**src/rtl/fifo_wr_demux4.sv**
```systemverilog
// Write-side steering, pointers and occupancy flags for a 4-entry FIFO.
// Optional sticky overflow/underflow flag enabled by defining FIFO_WR_OVF_FLAG_EN.
module fifo_wr_demux4 #(
  parameter int WIDTH    = 4,
  parameter int AFULL_TH = 3
) (
  input  logic             clk,
  input  logic             rst_n,
  input  logic             wr_en,
  input  logic [WIDTH-1:0] din,
  input  logic             rd_en,
  output logic [WIDTH-1:0] q0,
  output logic [WIDTH-1:0] q1,
  output logic [WIDTH-1:0] q2,
  output logic [WIDTH-1:0] q3,
  output logic [1:0]       rd_sel,
  output logic [2:0]       count,
  output logic             full,
  output logic             empty,
  output logic             afull,
  output logic             ovf
);

  logic [WIDTH-1:0] slot [4];
  logic [1:0]       wr_ptr;
  logic             wr_acc;
  logic             rd_acc;
  logic [2:0]       count_nxt;

  // full is sampled before the read retires, so a full FIFO rejects a same-cycle write
  assign wr_acc    = wr_en & ~full;
  assign rd_acc    = rd_en & ~empty;
  assign count_nxt = count + {2'b00, wr_acc} - {2'b00, rd_acc};

  always_ff @(posedge clk or negedge rst_n) begin
    if (!rst_n) begin
      for (int i = 0; i < 4; i++) slot[i] <= '0;
      wr_ptr <= 2'd0;
    end else if (wr_acc) begin
      slot[wr_ptr] <= din;
      wr_ptr       <= wr_ptr + 2'd1;
    end
  end

  always_ff @(posedge clk or negedge rst_n) begin
    if (!rst_n) begin
      rd_sel <= 2'd0;
    end else if (rd_acc) begin
      rd_sel <= rd_sel + 2'd1;
    end
  end

  always_ff @(posedge clk or negedge rst_n) begin
    if (!rst_n) begin
      count <= 3'd0;
      full  <= 1'b0;
      empty <= 1'b1;
      afull <= 1'b0;
    end else begin
      count <= count_nxt;
      full  <= (count_nxt == 3'd4);
      empty <= (count_nxt == 3'd0);
      afull <= (count_nxt >= 3'(AFULL_TH));
    end
  end

  assign q0 = slot[0];
  assign q1 = slot[1];
  assign q2 = slot[2];
  assign q3 = slot[3];

`ifdef FIFO_WR_OVF_FLAG_EN
  // Sticky until reset: records any dropped write or attempted read of an empty FIFO
  always_ff @(posedge clk or negedge rst_n) begin
    if (!rst_n) begin
      ovf <= 1'b0;
    end else if ((wr_en & full) | (rd_en & empty)) begin
      ovf <= 1'b1;
    end
  end
`else
  assign ovf = 1'b0;
`endif

endmodule

```
**config.mk**
```make
export PLATFORM = sky130hd
export DESIGN_NAME = fifo_wr_demux4
export DESIGN_NICKNAME = d
export VERILOG_FILES = /design/src/rtl/fifo_wr_demux4.sv
export SDC_FILE = /design/constraint.sdc
export NUM_CORES = 1
export LEC_CHECK = 0
export CORE_UTILIZATION = 49
export DETAILED_ROUTE_END_ITERATION = 10
export PLACE_DENSITY = 0.83
export RECOVER_POWER = 50
export SYNTH_ARGS = -nofsm -noshare
export SYNTH_HDL_FRONTEND = slang
export SYNTH_SLANG_ARGS = --single-unit
```
**constraint.sdc**
```tcl
create_clock -name clk -period 3.2 [get_ports clk]
set_input_delay 0.64 -clock clk [delete_from_list [all_inputs] [get_ports clk]]
set_output_delay 0.64 -clock clk [all_outputs]
set_load 0.02 [all_outputs]
```
==> reports/qor.yml <==
run_status:
  status: "completed"
grt:
  first_global_vias: 674
  antenna_found_initial: 0
  grt_usage: 0.178
  grt.overflow.total: 0
  grt_pass1_wl_um: 3270
  grt_max_degree: 27
clock_tree:
  hold_buffers: 0
  tritoncts: "built"
  clkLatencyLatePin_ns: 0.30
  cts-root-buf: "clkbuf_4"
  clkTransAtPathRegs_ns: 0.13
  cts-resized-gates: 0
  cts_buffers: 3
  htreeDepth: 1
  numClockSinks: 26
  clock_path_buffers: 2
  post_cts_buffers: 0
timing:
  hold_ws_ns: 0.485
  rsz0062_at_grt: "no"
  relSlewSlack: 0.141
  finClkSkew_ns: 0.00483
  timing.setup.tns_ns: 0
  finalHoldViolCount: 0
  worst_pin_slew_ns: 1.29
  period_minus_slack_ns: 2.52
  min_period_over_period: 0.788
  drv_slew: 0
  setup_viol: 0
  fmax_mhz: 396
place:
  port-buffer-count: 31
  placed_area_um2: 1430
  place_inst: 129
  place_hpwl_um: 1450
  gp_congestion: 0.689
route:
  drt_wl_total_um: 1840
  avgViaCountPerCell: 4.97
  first_iter_violations: 4
  vias: 661
  ant_nets: 0
  avgRoutedWirePerCell_um: 13.8
  drc: 0
  dr.pass1.iters: 4
worst_setup_path:
  r2r_setup_slack_ns: 1.12
  crit_required_ns: 3.41
  worstPathMaxFanout: 5
  crit_path_end_kind: "flop"
  startpoint_type: "primary input"
  worstSetupPathType: "primary input to flop"
  arrival_ns: 2.73
logic_synthesis:
  ys_types: 17
  yosysSeqAreaShare: 0.599
  synth_area_um2: 1090
  ys_ff_latch: 26
  avgSynthCellArea_um2: 15.3
  syn_inst: 71
  yosysWarningCount: 0
  syn_nets: 86
floorplan:
  initial_utilization: 0.538
  core_um2: 2020
  die_h_um: 49.1
  die_area_um2: 2410
  ios: 33
  num_rows: 16
  die_w_um: 49.1
finish:
  syn2layout_area_growth_pct: 34.6
  seqCellArea_um2: 652
  final_area_um2: 1470
  mostFrequentLayoutCell: "clkdlybuf4s50_1"
  diodes: 0
  n_fill_cell: 145
  most-common-layout-cells: "clkdlybuf4s50_1, dfrtp_1, mux2_2, ha_1"
  layout-drive-gt1-share: 0.217
  instances_no_fill: 133
  nNetsFinal: 122
  multiInputGateArea_um2: 410
power_and_ir_drop:
  ir_worst_vdd_v: 0.000753
  p_leak_nw: 0.649
  p_per_area_nw_per_um2: 1120
min_path:
  min_path_type: "flop to flop"
job:
  drv_cap: 0
==> worst max-delay path, stage by stage <==
cell	delay [ns]
dlygate4sd3_1	0.62
nand2b_1	0.14
ha_1	0.30
inv_1	0.04
ha_1	0.18
fa_1	0.37
xnor3_2	0.26
a21o_1	0.17
==> metal layers <==
metal | vias to the layer above | global-route usage | routed length (um)
li1 | 309 | - | -
met1 | 328 | 0.231 | 802
met2 | 24 | 0.315 | 924
met3 | 0 | 0.0374 | 109
met4 | 0 | 0.0147 | 0
met5 | - | 0 | 0
==> path summary, 6_finish.rpt <==
kind,cells after the start,from,endpoint
min,1,rd_sel[1],rd_sel[1]
max,8,wr_en,afull
max in group asynchronous,2,rst_n,q3[2]
min reg2reg,1,rd_sel[1],rd_sel[1]
min in group asynchronous,2,rst_n,q1[3]
max reg2reg,7,full,afull
==> per-stage QoR <==
stage,util,worst slack [ns],total power [mW]
after global placement,0.709,0.495,1.47
after detailed placement,0.709,0.412,1.50
after global routing,0.725,0.565,1.75
final,0.725,0.677,1.64
after CTS,0.726,0.754,1.66
after floorplan,-,1.08,1.11
==> layout make-up <==
cell class	instances	share of cell area
clock buffer	4	0.0248
inverter	5	0.0128
multi-input combinational	39	0.280
sequential	26	0.445
tap	27	0.0231
timing repair buffer	32	0.214
==> Yosys cell counts <==
cell type / number / share of area
conb_1: 1 / 0.0034
nor3_1: 1 / 0.0046
dfstp_2: 1 / 0.024
inv_1: 5 / 0.017
fa_1: 1 / 0.018
buf_4: 1 / 0.0069
dfrtp_1: 25 / 0.57
a21o_1: 1 / 0.0069
xor2_1: 1 / 0.0080
mux2_2: 17 / 0.18
nor2b_1: 1 / 0.0058
nand3b_1: 5 / 0.034
ha_1: 6 / 0.069
nand2b_1: 1 / 0.0058
xnor3_2: 1 / 0.022
nor3b_1: 1 / 0.0069
xnor2_1: 2 / 0.016
==> flip-flops by register name, summed over array words and instances, names as in the netlist <==
| register | cells |
|---|---|
| q0 | 4 |
| q1 | 4 |
| q2 | 4 |
| q3 | 4 |
| count | 3 |
| rd_sel | 2 |
| wr_ptr | 2 |
| afull | 1 |
| empty | 1 |
| full | 1 |
==> where the power goes <==
group          internal, mW  leakage [nW]  switching (mW)
logic                 0.478         0.322           0.405
registers             0.499         0.306          0.0993
clock network        0.0693        0.0210          0.0871
==> cells by family (layout without fill, tap and decap cells) <==
kind of cell    count (synthesis)  count (layout)  synth area share
flops                          26              26             0.599
compound gates                  1               1           0.00690
xor+xnor                        4               4            0.0460
mux                            17              17             0.176
buf+inv                         6              41            0.0241
other cells                     1               1           0.00344
fa+ha+maj                       7               7            0.0874
simple gates                    9               9            0.0575
Power figures use the tool's default switching activity.
